==> src/rtl/mem_stage_pkg.sv <==
// Shared types for the LA32R memory-access stage.
// Bus widths, EX->MS field layout and MS FSM encodings.
package mem_stage_pkg;

  localparam int ES_TO_MS_BUS_WD = 79;
  localparam int MS_TO_WS_BUS_WD = 70;
  localparam int MS_TO_DS_BUS_WD = 39;

  typedef enum logic [1:0] {
    MS_IDLE = 2'd0,
    MS_WAIT = 2'd1,
    MS_HOLD = 2'd2
  } ms_state_t;

  typedef struct packed {
    logic        sext;
    logic        store;
    logic [1:0]  size;
    logic [3:0]  mdop;
    logic        load;
    logic        gr_we;
    logic [4:0]  dest;
    logic [31:0] alu;
    logic [31:0] pc;
  } es_to_ms_t;

endpackage

==> src/rtl/mem_stage_load_align.sv <==
// Sub-word load alignment and extension.
// Ports: rdata/addr/size/sext in, 32-bit aligned value out.
import mem_stage_pkg::*;

module mem_stage_load_align (
  input  logic [31:0] rdata,
  input  logic [1:0]  addr,
  input  logic [1:0]  size,
  input  logic        sext,
  output logic [31:0] value
);

  logic [7:0]  b;
  logic [15:0] h;

  always_comb begin
    b = 8'h00;
    unique case (addr)
      2'd0: b = rdata[7:0];
      2'd1: b = rdata[15:8];
      2'd2: b = rdata[23:16];
      2'd3: b = rdata[31:24];
      default: b = 8'h00;
    endcase
  end

  assign h = addr[1] ? rdata[31:16] : rdata[15:0];

  always_comb begin
    value = rdata;
    unique case (1'b1)
      size[0]: value = {{24{sext & b[7]}}, b};
      size[1]: value = {{16{sext & h[15]}}, h};
      default: value = rdata;
    endcase
  end

endmodule

==> src/rtl/mem_stage.sv <==
// LA32R memory-access stage: waits for load data, aligns it,
// picks mul/div results, forwards to ID and hands off to WB.
import mem_stage_pkg::*;

module mem_stage (
  input  logic                       clk,
  input  logic                       reset,
  input  logic                       ws_allowin,
  output logic                       ms_allowin,
  input  logic                       es_to_ms_valid,
  input  logic [ES_TO_MS_BUS_WD-1:0] es_to_ms_bus,
  output logic                       ms_to_ws_valid,
  output logic [MS_TO_WS_BUS_WD-1:0] ms_to_ws_bus,
  output logic [MS_TO_DS_BUS_WD-1:0] ms_to_ds_forward_bus,
  output logic                       ms_to_ds_valid,
  input  logic [31:0]                data_sram_rdata,
  input  logic                       data_sram_data_ok,
  input  logic [63:0]                mul_result,
  input  logic [31:0]                div_quotient,
  input  logic [31:0]                div_remainder
);

  logic        ms_valid;
  es_to_ms_t   ms_bus;
  ms_state_t   state;
  logic [31:0] rdata_buf;
  logic        ms_ready_go;
  logic [31:0] load_src;
  logic [31:0] load_value;
  logic [31:0] final_result;
  logic        fwd_en;
  logic        load_wait;

  assign ms_ready_go = !ms_bus.load
                     | data_sram_data_ok
                     | (state == MS_HOLD);
  assign ms_allowin = !ms_valid | (ms_ready_go & ws_allowin);
  assign ms_to_ws_valid = ms_valid & ms_ready_go;
  assign ms_to_ds_valid = ms_valid;

  always_ff @(posedge clk or posedge reset) begin
    if (reset) begin
      ms_valid <= 1'b0;
    end else if (ms_allowin) begin
      ms_valid <= es_to_ms_valid;
    end
  end

  always_ff @(posedge clk) begin
    if (ms_allowin) begin
      ms_bus <= es_to_ms_t'(es_to_ms_bus);
    end
  end

  // A retire/accept always restarts the FSM; otherwise only a
  // valid load that cannot leave yet advances it. Data that
  // arrives while WB stalls is parked in rdata_buf.
  always_ff @(posedge clk or posedge reset) begin
    if (reset) begin
      state     <= MS_IDLE;
      rdata_buf <= 32'h0;
    end else if (ms_allowin) begin
      state <= MS_IDLE;
    end else if (ms_valid && ms_bus.load) begin
      unique case (state)
        MS_IDLE, MS_WAIT: begin
          if (data_sram_data_ok) begin
            rdata_buf <= data_sram_rdata;
            state     <= MS_HOLD;
          end else begin
            state <= MS_WAIT;
          end
        end
        MS_HOLD: state <= MS_HOLD;
        default: state <= MS_IDLE;
      endcase
    end
  end

  assign load_src = (state == MS_HOLD) ? rdata_buf : data_sram_rdata;

  mem_stage_load_align u_align (
    .rdata (load_src),
    .addr  (ms_bus.alu[1:0]),
    .size  (ms_bus.size),
    .sext  (ms_bus.sext),
    .value (load_value)
  );

  always_comb begin
    final_result = ms_bus.alu;
    unique case (1'b1)
      ms_bus.mdop[0]: final_result = mul_result[31:0];
      ms_bus.mdop[1]: final_result = mul_result[63:32];
      ms_bus.mdop[2]: final_result = div_quotient;
      ms_bus.mdop[3]: final_result = div_remainder;
      ms_bus.load:    final_result = load_value;
      default:        final_result = ms_bus.alu;
    endcase
  end

  assign fwd_en    = ms_valid & ms_bus.gr_we & (ms_bus.dest != 5'd0);
  assign load_wait = ms_valid & ms_bus.load & !ms_ready_go;

  assign ms_to_ws_bus = {ms_bus.gr_we, ms_bus.dest,
                         final_result, ms_bus.pc};
  assign ms_to_ds_forward_bus = {load_wait, fwd_en,
                                 ms_bus.dest, final_result};

endmodule

==> config.mk <==
export PLATFORM = sky130hd
export DESIGN_NAME = mem_stage
export DESIGN_NICKNAME = d
export VERILOG_FILES = /design/src/rtl/mem_stage_pkg.sv /design/src/rtl/mem_stage_load_align.sv /design/src/rtl/mem_stage.sv
export SDC_FILE = /design/constraint.sdc
export NUM_CORES = 1
export LEC_CHECK = 0
export CAP_MARGIN = 20
export CELL_PAD_IN_SITES_DETAIL_PLACEMENT = 1
export CELL_PAD_IN_SITES_GLOBAL_PLACEMENT = 2
export CORE_UTILIZATION = 24
export CTS_CLUSTER_DIAMETER = 200
export CTS_CLUSTER_SIZE = 20
export DETAILED_ROUTE_END_ITERATION = 12
export GPL_TIMING_DRIVEN = 0
export PLACE_DENSITY = 0.93
export SYNTH_ARGS = -nofsm -noshare
export SYNTH_HDL_FRONTEND = slang
export SYNTH_SLANG_ARGS = --single-unit
export TNS_END_PERCENT = 1
==> constraint.sdc <==
create_clock -name clk -period 8.2 [get_ports clk]
set_input_delay 1.64 -clock clk [delete_from_list [all_inputs] [get_ports clk]]
set_output_delay 1.64 -clock clk [all_outputs]
set_load 0.01 [all_outputs]
; Yosys cells after proc, flatten, opt, wreduce, memory -nomap -nowiden
; Cells that the tools add are included.
[totals]
reg_bits = 113
latchBits = 0
ramBits = 0
mem_bits_ro = 0
input_bits = 244
out_inout_bits = 112
elab_cells = 47
mem_count = 0
[classes]
add_sub_neg = 0
mul = 0
div = 0
order_cmp = 0
eq_ne = 5
shifts = 0
muxes = 9
bitwise = 12
reduce_logical = 10
[ops]
columns = operator, n
row1 = $pmux 32 s5, 1
row2 = $pmux 32 s2, 1
row3 = $mux 32, 1
row4 = $pmux 8 s4, 1
row5 = $mux 16, 1
row6 = $and 1x1->1, 8
row7 = $eq 2x2->1 const B, 3
row8 = $mux 2, 3
row9 = $reduce_bool 5->1, 1
row10 = $eq 2x1->1 const B, 2
row11 = $logic_not 2->1, 2
row12 = $pmux 2 s2, 1
row13 = $reduce_and 4->1, 1
row14 = $logic_not 1->1, 3
row15 = $or 1x1->1, 3
row16 = $reduce_bool 2->1, 1
row17 = $reduce_or 2->1, 1
row18 = $logic_and 1x1->1, 1
row19 = $not 1->1, 1

; Longest topological paths before layout
[logic_depth]
word_depth = 7
mapped_depth = 10
ltp_nobuf = 6

; Modules after synthesis
; From an unflattened synthesis, not the netlist that was laid out.
[hier_totals]
cells_unflattened = 543
area_unflattened_um2 = 6947.9
[by_module_without_submodules]
columns = mod, n_inst, cells_each, area_each_um2
row1 = mem_stage, 1, 433, 5988.2
row2 = mem_stage_load_align, 1, 110, 959.7

; Worst setup path before layout
; Ideal clock, no wire load.
[synth_path]
path_kind = input -> output
startpoint = in data_sram_data_ok
endpoint = out ms_allowin
t_arrival_ns = 3.542
setup_slack_ns = 3.018
cell_stages = 4
path_buffers = 0
cell_sequence = nor2_1 nand2_1 nand2_1 nand2_1
[synth_via]
elab_chain_len = 4
[synth_rtl]
columns = item, line_no
row1 = "start, declared", mem_stage.sv:17  ; input logic data_sram_data_ok,
row2 = $or 1x1->1, mem_stage.sv:35  ; | data_sram_data_ok
row3 = $or 1x1->1, mem_stage.sv:36  ; | (state == MS_HOLD);
row4 = $and 1x1->1, mem_stage.sv:37  ; assign ms_allowin = !ms_valid | (ms_ready_go & ws_allowin);
row5 = $or 1x1->1, mem_stage.sv:37
row6 = "end, declared", mem_stage.sv:9  ; output logic ms_allowin,
; No other way between the ends.

; Worst setup path in the final report
[layout_path]
startpoint = in data_sram_rdata[15]
endpoint = out ms_to_ws_bus[51]
[layout_via]
elab_chain_len = 5
word_cells_on_any_way = 7
classes_between = mux: 5 / bitwise: 2
[layout_rtl]
columns = item, line_no
row1 = "start, declared", mem_stage.sv:16  ; input logic [31:0] data_sram_rdata,
row2 = $mux 32 (*), mem_stage.sv:80  ; assign load_src = (state == MS_HOLD) ? rdata_buf : data_sram_rdata;
row3 = $pmux 8 s4 / $mux 16 (equally long branches), "mem_stage_load_align.sv:18, mem_stage_load_align.sv:27"
row4 = "$and 1x1->1, on equally long branches", "mem_stage_load_align.sv:32, mem_stage_load_align.sv:33"
row5 = $pmux 32 s2 (*), mem_stage_load_align.sv:31  ; unique case (1'b1)
row6 = $pmux 32 s5 (*), mem_stage.sv:92  ; unique case (1'b1)
row7 = "end, declared", mem_stage.sv:13  ; output logic [MS_TO_WS_BUS_WD-1:0] ms_to_ws_bus,
; Every way passes the cells marked *; elsewhere a longest branch is shown, timed or not.

==> impl_metrics.csv <==
group,metric,value,unit
floorplanning,fp.dieW,164,um
synthesis,synthesis.nets,806,
timing,min_period_over_period,76.7,%
setup_path,cp_data_arrival_time,4.65,ns
clock_tree,clock-sinks,113,
synthesis,ys_async_sr_fraction,31.0,%
synthesis,syn-instance-count,562,
synthesis,synth_edf_count,78,
timing,tns,0,ns
pwr,p_sw_share,29.5,%
pwr,p_int,1.50,mW
detailed_routing,wl_per_cell,22.1,um
detailed_routing,vias,6066,
global_route,track_usage,20.8,%
pwr,switchingPower,0.627,mW
final_layout,multi_input_area,0.00233,mm^2
worst_hold_path,hold_class,"flip-flop to flip-flop",
synthesis,synth_seq_area_share,51.0,%
detailed_routing,drt-pass1-iter-count,6,
setup_path,worstSetupPathType,"input pin to output port",
floorplanning,floorplan.rows,58,
clock_tree,ctsHtreeMaxLevel,4,
floorplanning,core_area,0.0255,mm^2
run_status,status,"completed",
pwr,power_density,196,mW/mm^2
timing,hold_viol,0,
timing,fin_skew,0.0122,ns
clock_tree,tritoncts,"yes",
floorplanning,ios,356,
setup_path,cp_max_fo,10,
synthesis,syn_area,0.00631,mm^2
clock_tree,cts_buffers,17,
detailed_routing,vias_per_cell,4.74,
timing,layout_min_cycle_time,6.29,ns
clock_tree,cts_buffer_depth,2,
clock_tree,ctsHoldBuffers,0,
final_layout,num_antenna_cells,0,
global_route,first_global_vias,6461,
detailed_routing,drc,0,
final_layout,instances_no_fill,1279,
place,dp_cells,1247,
clock_tree,insertion_delay,0.42,ns
setup_path,critPathRequiredTime,6.56,ns
setup_path,crit_path_start_kind,"input pin",
floorplanning,die_area,0.0269,mm^2
pwr,power.share.clock,33.8,%
global_route,grt-ovfl-total,0,
detailed_routing,drtIter0Drc,306,
final_layout,fillers,2791,
pwr,p_leak,4.34,nW
timing,slew_headroom,47.0,%
clock_tree,cts-root-buf,"clkbuf_16",
clock_tree,cts.clk_slew.worst_paths,0.06,ns
setup_path,worst_setup_path_end_kind,"output port",
final_layout,area.growth.synth_to_final,72.2,%
global_route,antenna_found_initial,2,
synthesis,ys_ff_latch,113,
synthesis,synth.avg_cell_area,11.2,um^2
clock_tree,post_cts_buffers,0,
place,hpwl,23000,um
final_layout,regArea,0.00322,mm^2
timing,fmax,159,MHz
final_layout,nNetsFinal,1180,
global_route,grt_pass1_wl,40100,um
timing,setup_violations,0,
floorplanning,initial_utilization,24.8,%
run,drv_cap,0,
detailed_routing,drt_wl_total,28200,um
timing,grt_setup_unrepaired,"false",
global_route,grt_max_degree,63,
clock_tree,cts_resized,0,
timing,worst_pin_slew,0.793,ns
synthesis,yosysTopAreaCellShare,37.1,%
timing,slew_viol_final,0,
detailed_routing,drtAntennaViolNets,0,
synthesis,post-synth-top-area-cell,"edfxtp_1",
floorplanning,die_h,164,um
pwr,power_frac_seq,35.1,%
place,gp_congestion,0.900,
final_layout,layout_commonest_cell,"clkdlybuf4s50_1",
synthesis,synth_warnings,0,
place,io_buffers,354,
synthesis,ys.flop_type,"edfxtp_1",
pwr,vdd_drop_max,0.000115,V
pwr,comb_power_share,31.1,%
final_layout,most-common-layout-cells,"clkdlybuf4s50_1 (354), buf_4 (78), edfxtp_1 (78)",
synthesis,yosys-top-cells-area,"edfxtp_1 (37%), dfrtp_1 (14%), buf_4 (9.3%)",
final_layout,drive_gt1_share,16.3,%
synthesis,synth_cell_types,39,
critical path, cell delays in order:
cell and delay [ns]:
clkdlybuf4s50_1 0.50, mux2i_1 0.16, a222oi_1 0.50, nand3_2 0.34, a21boi_4 0.42, buf_6 0.21, a221o_1 0.23, buf_4 0.13
clkdlybuf4s50_1 0.52
routing by layer:
metal	share of wire, %	global-route usage (%)
met3	8.3	6.01
met5	0.092	0
met2	51	37.9
met4	1.0	4.76
met1	40	23.9
worst paths after layout:
path / start / endpoint / slack (ns) / depth (start not counted)
min in group asynchronous: reset / rdata_buf[21] / 1.70 / 2
worst max-delay path: data_sram_rdata[15] / ms_to_ws_bus[51] / 1.91 / 9
max in group asynchronous: reset / rdata_buf[15] / 6.00 / 2
worst min register to register: rdata_buf[28] / rdata_buf[28] / 0.51 / 1
worst max register to register: ms_bus[70] / rdata_buf[24] / 5.88 / 4
worst min-delay path: rdata_buf[28] / rdata_buf[28] / 0.51 / 1
through the flow:
step           total power [mW]  worst slack, ns  utilization [%]  hold WS, ns  area (um^2)
6_report                   2.13             1.91             42.6        0.506        10900
5_1_grt                    2.22             1.81             42.6        0.526        10900
4_1_cts                    2.15             1.94             42.6        0.509        10900
3_5_place_dp               1.42             1.94             40.4        0.496        10300
3_3_place_gp               1.40            0.551             40.3        0.487        10300
2_1_floorplan              1.05             3.02                -        0.477         6310
cell type report:
class / instances / share of cell area [%]
clock buffers: 18 / 3.95
flip-flops and latches: 113 / 29.6
multi-input cells: 328 / 21.5
clock inverters: 14 / 1.22
repair buffers: 355 / 32.9
plain buffers: 116 / 6.88
inverters: 5 / 0.173
well taps: 330 / 3.80
cells by family (layout without fill, tap and decap cells):
| logic type | count (synthesis) | after routing | synth area share [%] |
|---|---|---|---|
| AO/OA/AOI/OAI | 155 | 155 | 17.8 |
| multiplexers | 69 | 69 | 11.6 |
| flip-flops | 113 | 113 | 51.0 |
| buffers and inverters | 121 | 508 | 12.1 |
| AND/OR/NAND/NOR | 104 | 104 | 7.40 |
power groups by stage:
| stage | logic [mW] | registers [mW] | clock network (mW) |
|---|---|---|---|
| finish | 0.661 | 0.748 | 0.719 |
| global placement | 0.647 | 0.756 | 0 |
| global route | 0.704 | 0.755 | 0.760 |
| floorplan | 0.310 | 0.745 | 0 |
| detailed placement | 0.663 | 0.758 | 0 |
| CTS | 0.667 | 0.747 | 0.737 |
synth_stat cells, types with 13 or more instances:
cell      instances
a21oi_1          17
a221o_1          16
a22oi_1          68
buf_4            78
clkbuf_1         30
dfrtp_1          35
edfxtp_1         78
mux2_2           33
mux2i_1          36
nand2_1          46
nand3_1          13
nor2_1           25
o22ai_1          24
sequential cells by signal (all words and copies together), names as in the netlist:
name and flops:
ms_bus 40, ms_to_ws_bus 33, state 2, ms_to_ds_forward_bus 5, ms_to_ds_valid 1, rdata_buf 32
No activity file was read; power rests on OpenSTA's default activity.
